**src/rtl/mean_filter_pipe_if.sv**
```systemverilog
// Stream bundle between the window buffer, the mean filter and the frame writer.
// The slave view belongs to the filter; the master view drives it.
interface mean_filter_pipe_if #(
  parameter int K      = 3,
  parameter int CH_W   = 8,
  parameter int NUM_CH = 3
);
  localparam int PIX_W = NUM_CH * CH_W;
  localparam int WIN_W = K * K * PIX_W;

  logic             in_valid;
  logic             in_ready;
  logic [WIN_W-1:0] in_window;
  logic             in_edge;
  logic             in_sof;
  logic             out_valid;
  logic             out_ready;
  logic [PIX_W-1:0] out_pixel;
  logic             out_sof;

  modport master (
    output in_valid, in_window, in_edge, in_sof, out_ready,
    input  in_ready, out_valid, out_pixel, out_sof
  );

  modport slave (
    input  in_valid, in_window, in_edge, in_sof, out_ready,
    output in_ready, out_valid, out_pixel, out_sof
  );
endinterface

```
**src/rtl/mean_filter_pipe.sv**
```systemverilog
// Three-stage neighbourhood mean filter: S1 sums the K*K-1 neighbours, S2 divides, S3 selects edge colour.
// Define MEAN_FILTER_BLEND_EN to average each output with the previous non-edge output.
module mean_filter_pipe #(
  parameter int          K        = 3,
  parameter int          CH_W     = 8,
  parameter int          NUM_CH   = 3,
  parameter int unsigned EDGE_VAL = 20
) (
  input logic            clk,
  input logic            n_rst,
  mean_filter_pipe_if.slave bus
);
  localparam int PIX_W  = NUM_CH * CH_W;
  localparam int N      = K * K - 1;
  localparam int CENTRE = (K * K - 1) / 2;
  localparam int LOG_N  = $clog2(N);
  localparam int SUM_W  = CH_W + LOG_N;
  localparam int SH     = SUM_W + LOG_N;
  localparam int PROD_W = SUM_W + SH;
  // Rounded-up reciprocal; the rounding error stays below one LSB of the quotient for every reachable sum.
  localparam longint unsigned RECIP = ((64'd1 << SH) + longint'(N) - 1) / longint'(N);
  localparam logic [CH_W-1:0] EDGE_CH = EDGE_VAL[CH_W-1:0];

  logic stall;
  logic adv;

  logic [0:NUM_CH-1][SUM_W-1:0] sum_d;
  logic [0:NUM_CH-1][SUM_W-1:0] s1_sum;
  logic                         s1_valid, s1_edge, s1_sof;

  logic [0:NUM_CH-1][CH_W-1:0]  mean_d;
  logic [0:NUM_CH-1][CH_W-1:0]  s2_mean;
  logic                         s2_valid, s2_edge, s2_sof;

  logic [0:NUM_CH-1][CH_W-1:0]  s3_d;
  logic [0:NUM_CH-1][CH_W-1:0]  out_pixel_q;
  logic                         out_valid_q, out_sof_q;

  // The whole pipe moves on one enable, so bubbles and flags stay aligned with their data.
  assign stall        = out_valid_q && !bus.out_ready;
  assign adv          = !stall;
  assign bus.in_ready = adv;
  assign bus.out_valid = out_valid_q;
  assign bus.out_pixel = out_pixel_q;
  assign bus.out_sof   = out_sof_q;

  // NOTE: every always_comb output gets a default before any conditional update, so no latch is inferred.
  always_comb begin
    sum_d = '0;
    for (int c = 0; c < NUM_CH; c++) begin
      for (int p = 0; p < K * K; p++) begin
        if (p != CENTRE) begin
          sum_d[c] = sum_d[c] + SUM_W'(bus.in_window[(K*K-1-p)*PIX_W + (NUM_CH-1-c)*CH_W +: CH_W]);
        end
      end
    end
  end

  always_comb begin
    mean_d = '0;
    for (int c = 0; c < NUM_CH; c++) begin
      mean_d[c] = CH_W'((PROD_W'(s1_sum[c]) * PROD_W'(RECIP)) >> SH);
    end
  end

`ifdef MEAN_FILTER_BLEND_EN
  logic [0:NUM_CH-1][CH_W-1:0] hist;
  logic                        hist_valid;
`endif

  always_comb begin
    s3_d = s2_mean;
    if (s2_edge) begin
      s3_d = {NUM_CH{EDGE_CH}};
    end
`ifdef MEAN_FILTER_BLEND_EN
    else if (!s2_sof && hist_valid) begin
      for (int c = 0; c < NUM_CH; c++) begin
        s3_d[c] = (hist[c] >> 1) + (s2_mean[c] >> 1);
      end
    end
`endif
  end

  // NOTE: datapath registers are reset along with the valids so a reset leaves no stale pixel on out_pixel.
  always_ff @(posedge clk or negedge n_rst) begin
    if (!n_rst) begin
      s1_valid    <= 1'b0;
      s1_edge     <= 1'b0;
      s1_sof      <= 1'b0;
      s1_sum      <= '0;
      s2_valid    <= 1'b0;
      s2_edge     <= 1'b0;
      s2_sof      <= 1'b0;
      s2_mean     <= '0;
      out_valid_q <= 1'b0;
      out_sof_q   <= 1'b0;
      out_pixel_q <= '0;
    end else if (adv) begin
      s1_valid <= bus.in_valid;
      if (bus.in_valid) begin
        s1_sum  <= sum_d;
        s1_edge <= bus.in_edge;
        s1_sof  <= bus.in_sof;
      end
      s2_valid <= s1_valid;
      if (s1_valid) begin
        s2_mean <= mean_d;
        s2_edge <= s1_edge;
        s2_sof  <= s1_sof;
      end
      out_valid_q <= s2_valid;
      if (s2_valid) begin
        out_pixel_q <= s3_d;
        out_sof_q   <= s2_sof;
      end
    end
  end

`ifdef MEAN_FILTER_BLEND_EN
  always_ff @(posedge clk or negedge n_rst) begin
    if (!n_rst) begin
      hist       <= '0;
      hist_valid <= 1'b0;
    end else if (adv && s2_valid && !s2_edge) begin
      hist       <= s3_d;
      hist_valid <= 1'b1;
    end
  end
`endif
endmodule

```
**src/flat_wrapper.sv**
```systemverilog
// flat-port wrapper written by rule: the top's interface ports become plain ports
module mean_filter_pipe_flat 
#(
  parameter int          K        = 3,
  parameter int          CH_W     = 8,
  parameter int          NUM_CH   = 3,
  parameter int unsigned EDGE_VAL = 20
)
  (clk, n_rst, bus_in_valid, bus_in_window, bus_in_edge, bus_in_sof, bus_out_ready, bus_in_ready, bus_out_valid, bus_out_pixel, bus_out_sof);
  mean_filter_pipe_if #(.K(K), .CH_W(CH_W), .NUM_CH(NUM_CH)) bus_i ();
  input logic clk;
  input logic n_rst;
  input wire logic [$bits(bus_i.in_valid)-1:0] bus_in_valid;
  input wire logic [$bits(bus_i.in_window)-1:0] bus_in_window;
  input wire logic [$bits(bus_i.in_edge)-1:0] bus_in_edge;
  input wire logic [$bits(bus_i.in_sof)-1:0] bus_in_sof;
  input wire logic [$bits(bus_i.out_ready)-1:0] bus_out_ready;
  output wire logic [$bits(bus_i.in_ready)-1:0] bus_in_ready;
  output wire logic [$bits(bus_i.out_valid)-1:0] bus_out_valid;
  output wire logic [$bits(bus_i.out_pixel)-1:0] bus_out_pixel;
  output wire logic [$bits(bus_i.out_sof)-1:0] bus_out_sof;
  assign bus_i.in_valid = bus_in_valid;
  assign bus_i.in_window = bus_in_window;
  assign bus_i.in_edge = bus_in_edge;
  assign bus_i.in_sof = bus_in_sof;
  assign bus_i.out_ready = bus_out_ready;
  assign bus_in_ready = bus_i.in_ready;
  assign bus_out_valid = bus_i.out_valid;
  assign bus_out_pixel = bus_i.out_pixel;
  assign bus_out_sof = bus_i.out_sof;
  mean_filter_pipe #(.K(K), .CH_W(CH_W), .NUM_CH(NUM_CH), .EDGE_VAL(EDGE_VAL)) u_core (.clk(clk), .n_rst(n_rst), .bus(bus_i));
endmodule
```
**config.mk**
```make
export PLATFORM = sky130hd
export DESIGN_NAME = mean_filter_pipe_flat
export DESIGN_NICKNAME = d
export VERILOG_FILES = /design/src/rtl/mean_filter_pipe_if.sv /design/src/rtl/mean_filter_pipe.sv /design/src/flat_wrapper.sv
export SDC_FILE = /design/constraint.sdc
export NUM_CORES = 1
export LEC_CHECK = 0
export BUFFER_PORTS_ARGS = -buffer_cell sky130_fd_sc_hd__buf_4
export CAP_MARGIN = 20
export CORE_MARGIN = 4
export CORE_UTILIZATION = 53
export DETAILED_ROUTE_END_ITERATION = 8
export PLACE_DENSITY = 0.82
export SETUP_SLACK_MARGIN = 0.4
export SLEW_MARGIN = 25
export SYNTH_ARGS = -nofsm -noshare
export SYNTH_HDL_FRONTEND = slang
export SYNTH_SLANG_ARGS = --single-unit
```
**constraint.sdc**
```tcl
create_clock -name clk -period 2.16 [get_ports clk]
set_clock_uncertainty 0.2 [all_clocks]
set_input_delay 0.432 -clock clk [delete_from_list [all_inputs] [get_ports clk]]
set_output_delay 0.432 -clock clk [all_outputs]
set_load 0.02 [all_outputs]
```
==> impl_metrics.ini <==
[status]
status = finished with violations
violations = setup timing

[power]
vdd.ir_drop.worst_uv = 1320
powerDensity_nw_per_um2 = 1740
p_leak_nw = 5.96

[worst_setup_path]
worst-setup-path-type = primary input to flop
arrival_ns = 5.00
cp-startpoint = bus_in_window[184]
worstReg2RegStart = u_core.bus.out_valid$_DFFE_PN0N_
start_kind = primary input
path_max_fanout = 3
cp.required_ns = 2.17
end_kind = flop

[clock_tree]
clk_pin_slew_ns = 0.06
clock_latency_ns = 0.34
clockBufferDepth = 2
cts_buffers = 9
cts_tree = yes
htree_levels = 3
clockRootBuffer = clkbuf_16
cts.sinks = 80

[sta]
fin_ws_ns = -2.83
drv_slew = 0
slew_headroom = 0.453
fmaxAchievable_ghz = 0.200
hold_slack_ns = 0.116
tns_ns = -58.24
fin_crit_sh = 2.31
finalSetupViolations = 24
final_hold_viol_count = 0
tightestPinTransition_ns = 0.821
rsz0062_at_grt = yes
fin_crit_ns = 4.99

[routing]
met3_length_um = 933
ant_nets = 0
routed.top_layer = met4
dr.pass1.iters = 4
wl_met1_um = 6950
vias_per_cell = 5.00
drt_iter0_drc = 196
wl_met2_um = 11000
vias = 6486
wire_per_inst_um = 15.1
routed_wl_um = 19600
drc = 0

[global_routing]
grt_use_total = 0.229
grt-ovfl-total = 0
antenna_found_initial = 0
grt_pass1_vias = 7014
grt_pass1_wl_um = 30900
grt_max_degree = 42

[finish]
final_cell_mix = 300 x buf_4, 184 x inv_1, 105 x fa_1
layout_commonest_cell = buf_4
syn_to_final_growth_pct = 46.3
layout-drive-gt1-share = 0.414
nets = 1507
final_util = 0.794
final_area_um2 = 11600
n_antenna_cell = 0

[synth]
async_flop_share = 1.00
syn_inst = 792
synth.yosys.warnings = 0
synth_cell_type_count = 46
synth_fp_nets = 1191
synth-edff-count = 0
ys_seq_area_frac = 0.253
syn_avg_cell_area_um2 = 10.0
ys_ff_latch = 80
netlist_area_um2 = 7920
synth-main-ff-cell = dfrtp_1

[floorplanning]
dieArea_um2 = 17000
core_area_um2 = 14600
initial_core_util = 0.543
std_cell_rows = 44
die_w_um = 130
die_h_um = 130
ioPinCount = 249

[place]
gp_congestion = 0.852
portBuffers = 224
dpl_cell_area_um2 = 10700
hpwl_um = 15100
preCtsSetupSlack_ns = -3.28

[hold_path]
worstHoldStart = bus_in_sof
hold_class = primary input to flop

[flow_run]
drv_cap = 0
routing by layer:
metal  vias up  global-route usage
met4         0              0.0764
met2       181               0.435
met5         -                   0
li1       3084                   -
met3        55              0.0487
met1      3166               0.251
area by class of cell:
type                            instances  area (µm²)
Multi-Input combinational cell        494        5740
Sequential cell                        80        2000
Tap cell                              184         230
Clock buffer                            9         225
Timing Repair Buffer                  320        2510
Clock inverter                          7         108
Fill cell                             906        3010
Inverter                              203         762
where the power goes:
part           total (W)  switching (W)  internal, W
Clock            0.00168       0.000647      0.00104
Combinational     0.0157        0.00755      0.00820
Sequential       0.00270       0.000454      0.00224
Total             0.0201        0.00865       0.0115
worst paths after layout:
check,end,slack (ns),cells past startpoint
worst max-delay path,u_core.s1_sum[32]$_DFFE_PN0P_,-2.83,21
min in group asynchronous,u_core.s2_mean[16]$_DFFE_PN0P_,0.41,2
worst min-delay path,u_core.s1_sof$_DFFE_PN0P_,0.12,2
worst max register to register,u_core.s1_valid$_DFFE_PN0N_,0.50,4
max in group asynchronous,u_core.bus.out_pixel[0]$_DFFE_PN0P_,0.74,3
worst min register to register,u_core.s1_sum[3]$_DFFE_PN0P_,0.28,2
timing repair:
item | in CTS | in global routing
endpoints found under the setup margin | 26 | 24
hold endpoints to repair | 39 | 0
gates resized for setup | 53 | 32
pin swaps | 42 | 25
hold buffers | 1 | 0
buffers inserted | 16 | 3
cells in the mapped netlist (2+ instances only):
cell type | count | area share
a221o_1 | 2 | 0.0025
o21bai_1 | 2 | 0.0019
buf_2 | 6 | 0.0038
a31oi_1 | 2 | 0.0016
a2111oi_4 | 2 | 0.0070
nand4_1 | 2 | 0.0016
and2_1 | 2 | 0.0016
o21ai_1 | 19 | 0.012
a211oi_1 | 2 | 0.0019
clkbuf_1 | 9 | 0.0043
a21oi_1 | 20 | 0.013
nand2b_1 | 19 | 0.015
xor2_1 | 25 | 0.028
o21a_1 | 6 | 0.0057
a21o_1 | 6 | 0.0057
a221oi_1 | 2 | 0.0022
inv_1 | 203 | 0.096
and3_1 | 2 | 0.0016
o31ai_1 | 3 | 0.0028
a41oi_1 | 2 | 0.0022
nor2b_1 | 5 | 0.0040
a21boi_1 | 5 | 0.0047
dfrtp_1 | 80 | 0.25
nand2_1 | 56 | 0.027
fa_1 | 114 | 0.29
mux2_2 | 7 | 0.010
xnor2_1 | 10 | 0.011
mux2_1 | 22 | 0.031
ha_1 | 63 | 0.10
nor2_1 | 35 | 0.017
nor3_1 | 5 | 0.0032
o21ai_0 | 40 | 0.025
kinds of logic after synthesis:
kind of cell,share of synthesized area
adder cells (fa/ha/maj),0.388
multiplexers,0.0412
AO/OA/AOI/OAI,0.0991
XOR/XNOR,0.0387
buffers and inverters,0.104
flip-flops,0.253
AND/OR/NAND/NOR,0.0760
per-stage QoR:
stage | power (W) | instances
after global placement | 0.0158 | 1261
final | 0.0201 | 1297
after floorplan | 0.0118 | 792
after detailed placement | 0.0164 | 1261
after CTS | 0.0193 | 1294
after global routing | 0.0218 | 1297
registers in the layout, summed over array words and instances (netlist names):
signal / flops
u_core.s1_sof: 1
u_core.s2_valid: 1
u_core.s1_valid: 1
u_core.bus.out_sof: 1
u_core.bus.out_pixel: 24
u_core.s1_sum: 24
u_core.s2_sof: 1
u_core.s2_edge: 1
u_core.bus.out_valid: 1
u_core.s2_mean: 24
u_core.s1_edge: 1
critical path, stage by stage:
cell,delay [ns]
buf_6,0.08
ha_4,0.14
inv_2,0.04
fa_2,0.34
nor2b_2,0.13
o21ai_2,0.07
a21boi_2,0.20
o31ai_2,0.09
a21boi_2,0.16
fa_1,0.50
inv_2,0.04
fa_1,0.50
fa_2,0.45
fa_1,0.50
inv_2,0.05
ha_4,0.21
a21o_1,0.17
a221o_1,0.33
a21oi_2,0.16
nor3_1,0.06
or3b_1,0.37
(Power assumes the default switching activity.)
